--- config.mk ---
export PLATFORM = sky130hd
export DESIGN_NAME = pong_game_ctrl
export DESIGN_NICKNAME = d
export VERILOG_FILES = /design/src/rtl/pong_game_ctrl.sv
export SDC_FILE = /design/constraint.sdc
export NUM_CORES = 1
export LEC_CHECK = 0
export CORE_MARGIN = 3
export CORE_UTILIZATION = 50
export CTS_CLUSTER_DIAMETER = 50
export DETAILED_ROUTE_END_ITERATION = 10
export GPL_TIMING_DRIVEN = 0
export PLACE_DENSITY = 0.78
export SETUP_SLACK_MARGIN = 0.5
export SKIP_LAST_GASP = 1
export SLEW_MARGIN = 20
export SYNTH_ARGS = -nofsm -noshare
export SYNTH_HDL_FRONTEND = slang
export SYNTH_SLANG_ARGS = --single-unit
--- constraint.sdc ---
create_clock -name Clk -period 7.35 [get_ports Clk]
set_input_delay 1.47 -clock Clk [delete_from_list [all_inputs] [get_ports Clk]]
set_output_delay 1.47 -clock Clk [all_outputs]
set_load 0.005 [all_outputs]
--- src/rtl/pong_game_ctrl.sv ---
// pong_game_ctrl: ball sequencer for the 8-LED Pong playfield.
// It turns the two player buttons into serves, returns and faults, and it
// keeps both scores and the game result for the display path.
module pong_game_ctrl #(
  parameter int STEP_CYCLES = 4,
  parameter int WIN_SCORE   = 9
) (
  input  logic       Clk,
  input  logic       Rst,
  input  logic       b,
  input  logic       p,
  output logic [7:0] LightOut,
  output logic [3:0] ScoreB,
  output logic [3:0] ScoreP,
  output logic [1:0] Winner,
  output logic [2:0] State
);

  localparam int            CW       = (STEP_CYCLES > 1) ? $clog2(STEP_CYCLES) : 1;
  localparam logic [CW-1:0] CNT_LAST = CW'(STEP_CYCLES - 1);
  localparam logic [3:0]    WIN      = 4'(WIN_SCORE);

  typedef enum logic [2:0] {
    S_IDLE   = 3'd0,
    S_MOVE_R = 3'd1,
    S_MOVE_L = 3'd2,
    S_POINT  = 3'd3,
    S_OVER   = 3'd4
  } state_t;

  // Button synchroniser stage and one-cycle delay for edge detection
  logic b_q, b_qd, p_q, p_qd;
  logic rb, rp;

  state_t        state_q, state_d;
  logic [7:0]    light_q, light_d;
  logic [3:0]    score_b_q, score_b_d;
  logic [3:0]    score_p_q, score_p_d;
  logic [1:0]    winner_q, winner_d;
  logic          server_q, server_d;   // 0 = b serves, 1 = p serves
  logic          scorer_q, scorer_d;   // 0 = b took the point, 1 = p
  logic [CW-1:0] cnt_q, cnt_d;
  logic          step_done;

  // Register the raw buttons once, then delay once more for rise detection
  always_ff @(posedge Clk) begin
    if (!Rst) begin
      b_q  <= 1'b0;
      b_qd <= 1'b0;
      p_q  <= 1'b0;
      p_qd <= 1'b0;
    end else begin
      b_q  <= b;
      b_qd <= b_q;
      p_q  <= p;
      p_qd <= p_q;
    end
  end

  assign rb = b_q & ~b_qd;
  assign rp = p_q & ~p_qd;
  assign step_done = (cnt_q == CNT_LAST);

  // Game state register; reset abandons any rally or point in progress
  always_ff @(posedge Clk) begin
    if (!Rst) begin
      state_q   <= S_IDLE;
      light_q   <= 8'h00;
      score_b_q <= 4'd0;
      score_p_q <= 4'd0;
      winner_q  <= 2'b00;
      server_q  <= 1'b0;
      scorer_q  <= 1'b0;
      cnt_q     <= '0;
    end else begin
      state_q   <= state_d;
      light_q   <= light_d;
      score_b_q <= score_b_d;
      score_p_q <= score_p_d;
      winner_q  <= winner_d;
      server_q  <= server_d;
      scorer_q  <= scorer_d;
      cnt_q     <= cnt_d;
    end
  end

  // Next-state logic: ball movement, hit windows, scoring and game end
  always_comb begin
    state_d   = state_q;
    light_d   = light_q;
    score_b_d = score_b_q;
    score_p_d = score_p_q;
    winner_d  = winner_q;
    server_d  = server_q;
    scorer_d  = scorer_q;
    cnt_d     = cnt_q;

    case (state_q)
      S_IDLE: begin
        light_d = 8'h00;
        cnt_d   = '0;
        if (!server_q && rb) begin
          light_d = 8'h80;
          state_d = S_MOVE_R;
        end else if (server_q && rp) begin
          light_d = 8'h01;
          state_d = S_MOVE_L;
        end
      end

      // Ball heading for p; only p's button matters here
      S_MOVE_R: begin
        cnt_d = step_done ? '0 : cnt_q + CW'(1);
        if (rp) begin
          cnt_d = '0;
          if (light_q == 8'h01) begin
            light_d = 8'h02;
            state_d = S_MOVE_L;
          end else begin
            light_d   = 8'hFF;
            state_d   = S_POINT;
            scorer_d  = 1'b0;
            score_b_d = score_b_q + 4'd1;
          end
        end else if (step_done) begin
          if (light_q == 8'h01) begin
            light_d   = 8'hFF;
            state_d   = S_POINT;
            scorer_d  = 1'b0;
            score_b_d = score_b_q + 4'd1;
          end else begin
            light_d = light_q >> 1;
          end
        end
      end

      // Ball heading for b; only b's button matters here
      S_MOVE_L: begin
        cnt_d = step_done ? '0 : cnt_q + CW'(1);
        if (rb) begin
          cnt_d = '0;
          if (light_q == 8'h80) begin
            light_d = 8'h40;
            state_d = S_MOVE_R;
          end else begin
            light_d   = 8'hFF;
            state_d   = S_POINT;
            scorer_d  = 1'b1;
            score_p_d = score_p_q + 4'd1;
          end
        end else if (step_done) begin
          if (light_q == 8'h80) begin
            light_d   = 8'hFF;
            state_d   = S_POINT;
            scorer_d  = 1'b1;
            score_p_d = score_p_q + 4'd1;
          end else begin
            light_d = light_q << 1;
          end
        end
      end

      // Flash the field, then either end the game or hand the serve to the loser
      S_POINT: begin
        light_d = 8'hFF;
        cnt_d   = cnt_q + CW'(1);
        if (step_done) begin
          cnt_d = '0;
          if ((scorer_q ? score_p_q : score_b_q) == WIN) begin
            state_d  = S_OVER;
            winner_d = scorer_q ? 2'b10 : 2'b01;
            light_d  = scorer_q ? 8'h0F : 8'hF0;
          end else begin
            state_d  = S_IDLE;
            light_d  = 8'h00;
            server_d = ~scorer_q;
          end
        end
      end

      S_OVER: begin
        cnt_d = '0;
      end

      default: begin
        state_d = S_IDLE;
        light_d = 8'h00;
        cnt_d   = '0;
      end
    endcase
  end

  assign LightOut = light_q;
  assign ScoreB   = score_b_q;
  assign ScoreP   = score_p_q;
  assign Winner   = winner_q;
  assign State    = state_q;

endmodule

Yosys cells after proc, flatten, opt, wreduce, memory -nomap -nowiden
Index checks and enable logic that the tools add are counted.
{ "op_classes": {"reduce_logical": 16, "eq_ne": 18, "n_bitwise": 7, "muxes": 50, "addsub": 3} }
{ "op_table": {"columns": ["operator", "count"], "rows": [
  ["two-way mux 8 bit", 12],
  ["case mux 8 bit (5 select lines)", 1],
  ["two-way mux 4 bit", 9],
  ["two-way mux 3 bit", 10],
  ["inequality test 3 bit (second input constant)", 7],
  ["case mux 3 bit (5 select lines)", 1],
  ["AND reduction 7 bit", 2],
  ["two-way mux 1 bit", 10],
  ["two-way mux 2 bit", 5],
  ["nonzero test 2 bit", 5],
  ["AND reduction 3 bit", 3],
  ["adder 4 x 1 -> 4 bit (second input constant)", 2],
  ["== test 8 x 1 -> 1 bit (second input constant)", 1],
  ["== test 8 bit (second input constant)", 1],
  ["AND reduction 4 bit", 2],
  ["== test 3 x 2 -> 1 bit (second input constant)", 2],
  ["inequality test 2 bit (second input constant)", 3],
  ["case mux 2 bit (3 select lines)", 1],
  ["inverter 1 bit", 5],
  ["== test 4 bit (second input constant)", 1],
  ["== test 3 x 1 -> 1 bit (second input constant)", 1],
  ["== test 3 bit (second input constant)", 1],
  ["zero test 3 bit", 1],
  ["adder 2 x 1 -> 2 bit (second input constant)", 1],
  ["5 further kinds", 7]
]} }
{ "word_totals": {"register_bits": 29, "elab_cells": 106, "output_inout_bits": 21} }

Depth between registers and ports, before layout
{ "logic_depth": {"depth_word": 6, "mapped_depth": 10, "depth_no_buf": 9} }

Least setup slack after synthesis
OpenSTA, ideal clock, no wires.
{ "synth_path": {"path_type": "register to register", "startpoint": "register light_q[5], in the netlist LightOut[5]", "endpoint": "register state_q[1], in the netlist State[1]", "arrival_ps": 2489, "slack_ps": 4739, "period_less_slack_ps": 2611, "stages_incl_launch_ff": 10, "required_ps": 7228, "path_buffers": 1, "path_cell_list": "dfxtp_1 or4_4 or2_0 buf_6 ha_1 nor2b_1 o21ai_0 a21oi_1 or4b_1 mux2i_1"} }
{ "synth_via": {"elab_chain_cells": 4, "elab_cells_between_ends": 8, "cone_classes": "eq/ne (4); mux (3); reduce/logical (1)"} }
{ "synth_lines": {"columns": ["item", "line_no", "source"], "rows": [
  ["from (decl)", "36", "logic [7:0] light_q, light_d;"],
  ["from (signal assigned)", "77", "light_q <= light_d;"],
  ["== test 8 bit", "142, 152", null],
  ["two-way mux 2 bit", "142", "if (light_q == 8'h80) begin"],
  ["two-way mux 3 bit", "140", "if (rb) begin"],
  ["case mux 3 bit (5 select lines)", "98", "case (state_q)"],
  ["to (signal assigned)", "76", "state_q <= state_d;"],
  ["to (decl)", "35", "state_t state_q, state_d;"]
]} }
Parallel ways exist; a longest one is shown, timed or not.
A chain may end at the register's enable or synchronous reset.

Worst setup path in the final report
{ "layout_path": {"startpoint": "register state_q[0], in the netlist State[0]", "endpoint": "output State[0]"} }
{ "layout_lines": {"columns": ["item", "line_no", "source"], "rows": [
  ["to (decl)", "16", "output logic [2:0] State"]
]} }
No word-level cell between the ends.

==> flow_summary.ini <==
[job]
cap_violations = 0

[clock_tree]
numCtsBuffers = 5
ctsHoldBuffers = 0
cts_setup_buffers = 0
clkTransAtPathRegs_ns = 0.10
htree_levels = 2
cts_buffer_depth = 2
ctsResizeCount = 0
insertion_delay_ns = 0.34
cts.root.buffer_cell = clkbuf_4
cts.sinks = 29
cts_tree = done

[sta]
skew_ns = 0.0112
hold_slack_ns = 0.438
fmax_ghz = 0.352
rsz0062_at_grt = no
min_period_ns = 2.84
post-route-period-util_pct = 38.7
tightest_slew_ns = 0.629
relSlewSlack_pct = 57.6
hold_viol_final = 0
maxSlewViolCount = 0
setup_tns_ns = 0
setup_violations = 0
timing.final.ws_setup_ns = 4.51

[power_and_ir_drop]
leakage_nw = 0.848
p_sw_share_pct = 37.4
p_seq_share_pct = 34.5
p_switching_w = 0.000220
ir_worst_vdd_mv = 0.120
clock_power_share_pct = 24.2
p_int_w = 0.000367
combPwrFrac_pct = 41.3
power_density_mw_per_mm2 = 275

[floorplan]
core_area_mm2 = 0.00320
rows = 20
die_y_um = 65.2
initial_core_util_pct = 54.7
die_w_um = 65.2
pin_count = 25
dieArea_mm2 = 0.00425

[critical_path]
worstReg2RegEnd = State[1]
cp_slowest_cell = clkdlybuf4s50_1
r2r_start = LightOut[5]
required_ns = 5.88
cp_data_arrival_time_ns = 1.37
reg2regPathDepth = 9
path_depth = 1
endpoint_kind = primary output
slowest_delay_ns = 0.56
worstPathCellList = clkdlybuf4s50_1
reg2reg_setup_slack_ns = 4.56
worstSetupPathType = reg -> out
crit_buf_inv = 1
start_kind = flip-flop
crit_family = buffers and inverters
critPathMaxFanout = 9

[yosys]
syn_area_mm2 = 0.00175
synth_compound_area_share_pct = 21.1
ys_ff_latch = 29
synth-simple-area-share_pct = 28.1
syn_area_per_cell_um2 = 8.67
synth_top_family_by_area = simple AND/OR/NAND/NOR gates
synthMuxAreaShare_pct = 4.00
synth_top_area_share_pct = 33.1
yosys.area_share.adder_pct = 5.00
ys_types = 51
ys_seq_area_share_pct = 33.1
netlist_top_cells_area = dfxtp_1 (33%), ha_1 (5.0%), nor2_1 (4.9%), o211ai_1 (4.3%), mux2i_1 (4.0%)
synth_nets = 213
synth_xor_area_share_pct = 3.00
yosys_warnings = 0
syn_inst = 202
synth.largest_area_cell = dfxtp_1

[final_layout]
final_common_cell = dfxtp_1
final_util_pct = 66.7
drive_above_1_share_pct = 11.1
n_fill_cell = 292
antenna_cells = 0
layout.nets = 244
areaGrowthSynthToFinish_pct = 21.9
layout_common_cells = dfxtp_1 (29), clkdlybuf4s50_1 (24), nor2_1 (23)

[drt]
wirelength_um = 4180
wl_met2_um = 1960
dr_wl_met3_um = 242
drc = 0
post_drt_wl_per_cell_um = 15.0
post_drt_via_cell_ratio = 5.97
antenna_left = 0
first_iter_violations = 148
top_layer = met4
vias = 1659
wl_met1_um = 1880
first_pass_iters = 4

[hold_path]
hold_path_class = reg -> reg
min_path_cells = 1
holdCritStartpoint = cnt_q[0]
min_to = cnt_q[0]

[global_routing]
antenna_found_initial = 0
grt_first_pass_wirelength_um = 7130
grt_pass1_vias = 1545
grt_max_degree = 11
gr-total-overflow = 0
grt.total_usage_pct = 21.5

[place]
place_congestion = 0.925
place_ws_ns = 4.47
port-buffer-count = 24
hpwl_um = 3180

[status]
status = completed
## kinds of logic after synthesis
kind of cell,Yosys count
AND/OR/NAND/NOR,81
AO/OA/AOI/OAI,51
flip-flops,29
buffers and inverters,21
multiplexers,7
adder cells (fa/ha/maj),7
XOR/XNOR,6
## power by group through the flow
| stage | combinational (W) | sequential (W) | clock, W |
|---|---|---|---|
| 3_5_place_dp | 0.000239 | 0.000206 | 0 |
| 6_report | 0.000242 | 0.000203 | 0.000142 |
| 2_1_floorplan | 0.000167 | 0.000201 | 0 |
| 3_3_place_gp | 0.000233 | 0.000204 | 0 |
| 5_1_grt | 0.000266 | 0.000207 | 0.000154 |
| 4_1_cts | 0.000240 | 0.000202 | 0.000144 |
## per-stage QoR
step / std cells / power, W / instance area, um2
floorplan: 202 / 0.000369 / 1750
global placement: 270 / 0.000437 / 2050
detailed placement: 270 / 0.000445 / 2050
CTS: 278 / 0.000586 / 2140
global route: 278 / 0.000627 / 2140
finish: 278 / 0.000587 / 2140
## how the worst max path moves through the flow
stage / startpoint / endpoint / slack (ns)
4_1_cts: State[0] / State[0] / 4.49
5_1_grt: LightOut[5] / State[0] / 4.33
2_1_floorplan: LightOut[5] / State[1] / 4.74
3_3_place_gp: Rst / LightOut[1] / 4.57
3_5_place_dp: Rst / LightOut[1] / 4.47
6_report: State[0] / State[0] / 4.51
## sequential cells by signal (all words and copies together), names as in the netlist
| signal | cells |
|---|---|
| ScoreP | 4 |
| LightOut | 8 |
| ScoreB | 4 |
| b_qd | 1 |
| cnt_q | 2 |
| Winner | 2 |
| server_q | 1 |
| State | 3 |
| scorer_q | 1 |
| b_q | 1 |
| p_qd | 1 |
| p_q | 1 |
## final cells by class
cell class	count	area, um2	share of cell area (%)
timing repair buffer	24	240	11.2
sequential	29	581	27.2
clock inverter	2	37.5	1.76
buffer	10	57.6	2.69
clock buffer	6	51.3	2.40
inverter	11	41.3	1.93
tap	44	55.1	2.58
multi-input combinational	152	1070	50.2
## synthesized netlist by cell type, drive strengths merged
cell type and instances:
a21o 3, a21oi 6, a22o 4, a31o 1, a31oi 5, and2 6
and3 1, and4 2, buf 5, clkbuf 5, dfxtp 29, ha 7
inv 11, mux2i 7, nand2 9, nand2b 3, nand3 4, nand3b 2
nand4 4, nand4bb 1, nor2 24, nor2b 2, nor3 6, nor3b 3
nor4 2, nor4b 2, o2111ai 1, o211a 2, o211ai 10, o21a 1
o21ai 12, o221a 4, o31ai 2, or2 2, or3 3, or3b 1
or4 1, or4b 3, xnor2 2, xor2 4
## per-layer routing
layer / up-vias / global-route usage (%)
met1: 788 / 27.6
met2: 56 / 34.4
li1: 804 / -
met5: - / 0
met3: 11 / 4.62
met4: 0 / 9.84
(Power assumes the default switching activity.)
